$ cat src/rtl/mem_bus_arbiter.sv
// Two-requester arbiter for the 8-bit memory bus: DM beats IF, requests are byte-serialised little-endian.
// Define MEMARB_IO_GAP_EN to insert one idle GAP cycle after every I/O (addr[17:16]==2'b11) access.
module mem_bus_arbiter #(
   parameter int ADDR_W = 32,
   parameter int DATA_W = 32
) (
   input  logic              i_clk,
   input  logic              i_rst,
   input  logic              i_rdy,
   input  logic              i_if_req,
   input  logic [ADDR_W-1:0] i_if_addr,
   input  logic              i_if_flush,
   output logic              o_if_done,
   output logic [DATA_W-1:0] o_if_data,
   input  logic              i_dm_req,
   input  logic              i_dm_we,
   input  logic [1:0]        i_dm_len,
   input  logic [ADDR_W-1:0] i_dm_addr,
   input  logic [DATA_W-1:0] i_dm_wdata,
   output logic              o_dm_done,
   output logic [DATA_W-1:0] o_dm_rdata,
   output logic              o_busy,
   input  logic [7:0]        i_mem_din,
   output logic [7:0]        o_mem_dout,
   output logic [ADDR_W-1:0] o_mem_a,
   output logic              o_mem_wr
);

   typedef enum logic [2:0] {S_IDLE, S_RD, S_WR, S_DONE, S_GAP} state_t;

   state_t            r_state, w_state_nx;
   logic [ADDR_W-1:0] r_addr;
   logic [2:0]        r_len;
   logic [2:0]        r_k;
   logic              r_own_dm;
   logic [DATA_W-1:0] r_buf;

   logic              w_grant_dm, w_grant_if, w_abort;
   logic [2:0]        w_req_len;
   logic [ADDR_W-1:0] w_addr_k;

   assign w_grant_dm = i_dm_req;
   assign w_grant_if = !i_dm_req && i_if_req && !i_if_flush;
   assign w_req_len  = (i_dm_len == 2'b00) ? 3'd1 : (i_dm_len == 2'b01) ? 3'd2 : 3'd4;
   assign w_abort    = !r_own_dm && i_if_flush;
   assign w_addr_k   = r_addr + ADDR_W'(r_k);

   assign o_busy     = (r_state != S_IDLE);
   assign o_if_data  = r_buf;
   assign o_dm_rdata = r_buf;

   always_ff @(posedge i_clk) begin
      if (i_rst) r_state <= S_IDLE;
      else       r_state <= w_state_nx;
   end

   // NOTE: mem_wr and done are qualified by rdy/rst here so a frozen or aborted cycle never strobes twice.
   always_comb begin
      w_state_nx = r_state;
      o_mem_a    = '0;
      o_mem_wr   = 1'b0;
      o_mem_dout = '0;
      o_if_done  = 1'b0;
      o_dm_done  = 1'b0;
      case (r_state)
         S_IDLE: begin
            if (i_rdy) begin
               if (w_grant_dm)      w_state_nx = i_dm_we ? S_WR : S_RD;
               else if (w_grant_if) w_state_nx = S_RD;
            end
         end
         S_RD: begin
            if (r_k != r_len) o_mem_a = w_addr_k;
            if (i_rdy) begin
               if (w_abort)           w_state_nx = S_IDLE;
               else if (r_k == r_len) w_state_nx = S_DONE;
            end
         end
         S_WR: begin
            o_mem_a    = w_addr_k;
            o_mem_dout = r_buf[{r_k[1:0], 3'b000} +: 8];
            o_mem_wr   = i_rdy && !i_rst;
            if (i_rdy && (r_k == r_len - 3'd1)) w_state_nx = S_DONE;
         end
         S_DONE: begin
            o_dm_done = r_own_dm && i_rdy && !i_rst;
            o_if_done = !r_own_dm && !i_if_flush && i_rdy && !i_rst;
            if (i_rdy) begin
`ifdef MEMARB_IO_GAP_EN
               w_state_nx = (r_addr[17:16] == 2'b11) ? S_GAP : S_IDLE;
`else
               w_state_nx = S_IDLE;
`endif
            end
         end
         default: begin
            if (i_rdy) w_state_nx = S_IDLE;
         end
      endcase
   end

   always_ff @(posedge i_clk) begin
      if (i_rst) begin
         r_addr   <= '0;
         r_len    <= '0;
         r_k      <= '0;
         r_own_dm <= 1'b0;
         r_buf    <= '0;
      end else if (i_rdy) begin
         case (r_state)
            S_IDLE: begin
               if (w_grant_dm || w_grant_if) begin
                  r_own_dm <= w_grant_dm;
                  r_addr   <= w_grant_dm ? i_dm_addr : i_if_addr;
                  r_len    <= w_grant_dm ? w_req_len : 3'd4;
                  r_k      <= '0;
                  r_buf    <= (w_grant_dm && i_dm_we) ? i_dm_wdata : '0;
               end
            end
            S_RD: begin
               // mem_din carries the byte addressed in the previous RD cycle
               if (r_k != 3'd0) r_buf[{r_k[1:0] - 2'd1, 3'b000} +: 8] <= i_mem_din;
               r_k <= r_k + 3'd1;
            end
            S_WR: r_k <= r_k + 3'd1;
            default: ;
         endcase
      end
   end

endmodule

$ cat config.mk
export PLATFORM = sky130hd
export DESIGN_NAME = mem_bus_arbiter
export DESIGN_NICKNAME = d
export VERILOG_FILES = /design/src/rtl/mem_bus_arbiter.sv
export SDC_FILE = /design/constraint.sdc
export NUM_CORES = 1
export LEC_CHECK = 0
export CORE_ASPECT_RATIO = 2
export CORE_UTILIZATION = 43
export CTS_CLUSTER_DIAMETER = 30
export DETAILED_ROUTE_END_ITERATION = 6
export PLACE_DENSITY_LB_ADDON = 0.1
export SYNTH_ARGS = -nofsm -noshare
export SYNTH_HDL_FRONTEND = slang
export SYNTH_SLANG_ARGS = --single-unit
$ cat constraint.sdc
create_clock -name i_clk -period 2.8 [get_ports i_clk]
set_input_delay 0.28 -clock i_clk [delete_from_list [all_inputs] [get_ports i_clk]]
set_output_delay 0.28 -clock i_clk [all_outputs]
set_load 0.03 [all_outputs]
== After elaboration in Yosys (flattened, before gate mapping) ==
Index checks and enable logic that the tools add are counted.

* Add/sub/neg operators: 5
* Equal/unequal tests: 14
* Shift operators: 3
* Mux-type cells: 27
* Reduce and logical (&&, ||, !) cells: 28

{| class="wikitable"
|+ Operator list
! cell !! count
|-
| 32-bit 2-to-1 mux || 5
|-
| 32-bit one-hot mux with 2 select lines || 2
|-
| 3-bit 2-to-1 mux || 12
|-
| 32-bit by 3-bit adder with 32-bit output || 1
|-
| 32-bit bitwise mux || 1
|-
| 8-bit by 7-bit variable shift with 32-bit output (first input constant) || 1
|-
| 32-bit by 6-bit indexed part select with 8-bit output || 1
|-
| 8-bit by 7-bit indexed part select with 32-bit output || 1
|-
| 1-bit logical AND || 11
|-
| 2-bit != test (second input constant) || 5
|-
| 3-bit one-hot mux with 3 select lines || 1
|-
| 8-bit 2-to-1 mux || 1
|-
| 5-bit negation with 7-bit output || 1
|-
| 3-bit by 2-bit == test with 1-bit output (second input constant) || 2
|-
| 3-bit == test || 2
|-
| 3-bit != test (second input constant) || 2
|-
| 3-bit one-hot mux with 2 select lines || 1
|-
| 3-bit AND reduction || 2
|-
| 6-bit AND reduction || 1
|-
| 2-bit nonzero test || 3
|-
| 3-bit nonzero test || 2
|-
| 1-bit logical NOT || 4
|-
| 4-bit AND reduction || 1
|-
| 3-bit by 1-bit adder with 3-bit output (second input constant) || 1
|-
| 11 further kinds || 13
|}

* Flip-flop bits (word level): 74
* Bits of input ports: 113
* Output and inout port bits: 108
* Word-level logic and storage cells: 83

== Depth between registers and ports, before layout ==
* Word-level depth: 7
* Gate-level depth with buffers: 9
* Mapped depth without buffers: 7

== Least setup slack after synthesis ==
OpenSTA, ideal clock, no wires.

* Path type: reg2out
* From: reg r_k[1]
* To: out o_mem_a[12]
* Arrival time: 2.764 ns
* Data required time: 2.520 ns
* Slack: -0.244 ns
* Cell stages (with the launch flop): 9
* Buffers on the path: 2
* Cells stage by stage: dfxtp_1 buf_1 inv_1 fa_1 nor2b_1 o2111ai_2 buf_2 or3_1 a21oi_1

* Cells in the longest elaborated chain, start to end: 3
* Elaborated cells on any way between the ends: 4
* Classes of those cells: add/sub: 1; eq/ne: 1; mux: 2

{| class="wikitable"
|+ Ends and longest elaborated chain
! element !! line !! RTL
|-
| start, declared || 34 || <nowiki>logic [2:0] r_k;</nowiki>
|-
| start signal, assigned || 123 || <nowiki>r_k <= r_k + 3'd1;</nowiki>
|-
| start signal, assigned || 125 || <nowiki>S_WR: r_k <= r_k + 3'd1;</nowiki>
|-
| 32-bit by 3-bit adder with 32-bit output or 3-bit != test (tied branches) || 46, 73 ||
|-
| 32-bit 2-to-1 mux || 73 || <nowiki>if (r_k != r_len) o_mem_a = w_addr_k;</nowiki>
|-
| 32-bit one-hot mux with 2 select lines * || 65 || <nowiki>case (r_state)</nowiki>
|-
| end, declared || 25 || <nowiki>output logic [ADDR_W-1:0] o_mem_a,</nowiki>
|}

Mark *: on every way between the ends. The rest lies on a longest branch, timed or not.

== Worst setup path after layout ==
* From: reg r_k[0]
* To: out o_mem_a[26]

Same word-level chain as after synthesis.

==> impl_summary.md <==
Outcome
The run finished with clean final reports.

Synth
The netlist area before placement is 0.005135 mm^2. The post-synthesis compound-gate area fraction is 27.39%. After Yosys synthesis, and, or, nand and nor cells account for 16.28% of the synthesized area. Counting every net in the synthesized netlist gives 722. In this run, distinct cell masters in the synthesized netlist total 58.

Counting flops with a built-in enable in the synthesized netlist gives 0. Among all flip-flop cells after synthesis, the most frequent one is dfxtp_1. The count of mapped cells out of synthesis is 595. By area the synthesized netlist is led by dfxtp_1 (28%), a211oi_1 (9.4%), mux2i_1 (7.0%). The synthesized-area fraction occupied by adder cells is 3.558%. The parity-gate share of the synthesized area counting xor and xnor cells is 2.510%. The synthesis-stage register bit count is 73. The total of warnings raised by yosys is 0. The register area share after synthesis is 28.46%.

Counting flops with an async set or reset pin after synthesis yields a share of 0%. The share of synthesized area spent on multiplexers is 11.26%. The post-synthesis cell type with the largest combined area is dfxtp_1. After synthesis, the largest family of logic cells by area is compound AO/OA/AOI/OAI gates. The average instance in the mapped netlist occupies 8.630 um^2. The top cell type's share of synthesized area is 28.46%.

Setup path
The cell with the biggest individual delay on the critical path is or4_4. The largest fanout on the critical path is 7. The worst setup path is captured at a primary output. The critical path starts at r_k[0]. Walking the worst path, the cells encountered are ha_4 -> inv_2 -> fa_2 -> nor2b_4 -> o2111ai_4 -> or4_4 -> a21oi_4 -> buf_6. For this run, the slowest stage of the critical path takes 0.55 ns. The class of the most critical setup path is flip-flop to primary output. STA puts the critical path data arrival time at 2.47 ns. The startpoint identified for the worst register-to-register timing path is r_k[0]. The category of the worst setup path launch point is a flip-flop. Data on the critical path is required at its endpoint by 2.52 ns.

STA
The least setup slack across all paths after layout is 0.04930 ns. The final number of hold-violating endpoints was 0. At the pin with the least slew margin, the transition time is 0.8531 ns. Setup repair after global routing could not meet its margin everywhere. For the final database, setup skew stands at 0.006560 ns. The minimum clock period after layout is 2.751 ns. In the finished design, the share of the clock period the worst path needs comes to 98.24%. In this run the tightest slew margin relative to its limit is 43.13%. The final setup TNS is 0 ns.

The final setup violation count is 0. The upper clock frequency limit is 363.5 MHz. The number of pins with negative max-slew slack in the final report is 0.

Finish
The net count reported at finish is 890. Fill cells in the final layout number 1040. The area growth from synthesis to layout is 47.83%.

The fraction of layout instances using a drive strength above 1 is 14.71%. The antenna cell count is 0.

Clock tree
The number of clock sinks seen by CTS is 73. TritonCTS created 9 clock buffers. The largest buffer count on any clock path is 2. The number of H-tree branching levels is 3. The tree is rooted in a clkbuf_16. The clock tree from TritonCTS is built. The clock edge transition at the registers on the reported setup and hold paths is 0.05 ns.

The latest clock arrival within the worst-skew pair is 0.34 ns.

Floorplan
The count of boundary I/O pins is 221. The height of the chip is 156.5 um. The initialized floorplan defines 56 standard-cell rows.

The effective utilization at floorplan is 43.88%. The width of the die is 79.27 um. The area of the core is 0.01170 mm^2.

The area enclosed by the die boundary is 0.01241 mm^2.

Pwr
For this design the total switching power over the nets is 1562 uW. Sequential cells burn 33.6% of the power. The fraction of power spent switching nets is 38.22%.

The cell area power density is 538.4 mW/mm^2. The leakage power is 0.002667 uW. The clock network fraction of design power is 25.1%. The design internal power is 2525 uW. Combinational cells account for 41.3% of the total power. The maximum ir drop on the vdd rail is 0.3387 mV.

Global route
The number of antenna violations at the first check in global routing was 0. The first global-routing pass estimated 26090 um of wire. Global routing consumed, over all layers together, 27.09% of the routing resources. The via count of the first global-routing pass came to 5453.

The overflow left after global routing is 0. The largest net degree at the start of global routing is 76.

Place
Timing analysis after detailed placement gives a worst setup slack of 0.1538 ns. Routability-driven placement finished with a final weighted congestion of 0.8685. The quantity of I/O buffers inserted on ports is 220.

The final HPWL from detailed placement is 12780 um.

Routing
The final route contains 5347 vias. The detail route stage leaves a number of antenna-violating nets equal to 0. The number of DRC markers after the initial detailed-route iteration is 227.

The number of optimization iterations in the first detailed-route pass is 5. The sum of routed wire length over all layers is 16910 um. The mean routed wirelength per cell is 18.52 um.

The DRC violation count after routing is 0. The number of vias per cell is 5.857.

Flow run
The tool flagged a number of max-cap violations equal to 0.

Hold path
The path class of the tightest hold or removal check is input port to flip-flop. The start point of the worst hold path is i_dm_req.
power groups by stage:
stage | Sequential, uW | Combinational (uW) | Clock (uW)
after floorplan | 1490 | 974 | 0
final | 1370 | 1690 | 1030
after CTS | 1370 | 1680 | 1040
after global placement | 1380 | 1640 | 0
after global routing | 1400 | 1800 | 1090
after detailed placement | 1390 | 1670 | 0
synth_stat cells (all sizes together), types with 9 or more instances:
| cell | count |
|---|---|
| a211oi | 65 |
| a21oi | 57 |
| a22oi | 25 |
| and2 | 17 |
| buf | 60 |
| clkbuf | 20 |
| dfxtp | 73 |
| ha | 13 |
| inv | 19 |
| mux2i | 36 |
| nand2 | 13 |
| nand3 | 10 |
| nand4 | 12 |
| nor2 | 49 |
| o211ai | 9 |
| o21ai | 12 |
| o31ai | 12 |
| or4 | 11 |
state kept, by name, summed over array words and instances (netlist names):
signal / flops
r_state: 2
r_len: 3
r_k: 3
o_dm_rdata: 32
r_own_dm: 1
r_addr: 32
cells by family (layout without fill, tap and decap cells):
family	count (synthesis)	in the layout
adder cells (fa/ha/maj)	14	14
flip-flops	73	73
multiplexers	45	45
AO/OA/AOI/OAI	203	203
AND/OR/NAND/NOR	148	148
buffers and inverters	99	272
XOR/XNOR	13	13
placed cells by master, fill, tap and decap left out, drive strengths merged, types with 2 or more instances in the layout:
cell type,instances
nand2b,3
nor4,3
or4,11
buf,51
a22oi,25
dfxtp,73
a21oi,57
o31ai,12
ha,13
and4,5
o211a,2
and2,17
nor2,49
and3,3
or3,7
nor3,5
mux4,8
xor2,7
o211ai,9
a32oi,8
o2111ai,2
nand2,13
nor2b,7
xnor2,5
inv,19
a211o,2
clkbuf,12
nand4,12
a31o,4
nand3,10
mux2i,36
a211oi,65
clkdlybuf4s50,186
o31a,2
clkinv,4
o21ai,12
cell type report:
cell class	instances	area, um^2	share of cell area (%)
multi-input cells	423	3304	43.53
repair buffers	237	2312	30.46
flip-flops and latches	73	1465	19.30
clock buffers	12	236.5	3.115
well taps	145	181.4	2.390
inverters	19	71.32	0.9395
clock inverters	4	20.02	0.2637
per-stage QoR:
| step | instances | area, um^2 | power, uW | util, % | hold WS [ns] |
|---|---|---|---|---|---|
| 2_1_floorplan | 595 | 5185 | 2466 | - | 0.4283 |
| 3_3_place_gp | 892 | 7153 | 3022 | 61.13 | 0.4789 |
| 3_5_place_dp | 892 | 7153 | 3057 | 61.13 | 0.4832 |
| 4_1_cts | 911 | 7498 | 4086 | 64.08 | 0.3202 |
| 5_1_grt | 913 | 7591 | 4285 | 64.87 | 0.3556 |
| 6_report | 913 | 7591 | 4087 | 64.87 | 0.3289 |
layer usage:
| metal | GRT usage (%) | vias up | wire length [um] |
|---|---|---|---|
| met3 | 5.539 | 49 | 921 |
| li1 | - | 2564 | - |
| met1 | 24.95 | 2510 | 5634 |
| met2 | 54.39 | 224 | 9854 |
| met5 | 0 | - | 0 |
| met4 | 12.03 | 0 | 497 |
worst max-delay path: cells and delay by family, from the launching register on:
kind	cells	cell delay (ns)
AND/OR/NAND/NOR	2	0.72
flip-flops	1	0.35
buffers and inverters	2	0.18
AO/OA/AOI/OAI	2	0.34
adder cells (fa/ha/maj)	2	0.56
path summary, 6_finish.rpt:
check | end | slack (ns) | cells after the start
max | o_mem_a[26] | 0.05 | 8
min | r_own_dm | 0.33 | 3
max reg2reg | o_dm_rdata[1] | 0.33 | 7
min reg2reg | r_own_dm | 0.49 | 2
repair_timing:
item,CTS,global route
hold buffers,0,0
endpoints found under the setup margin,17,20
pin swaps,5,11
gates resized for setup,15,16
cloned,0,0
buffers inserted,3,2
Note: power is estimated with default switching activity, not from simulation.
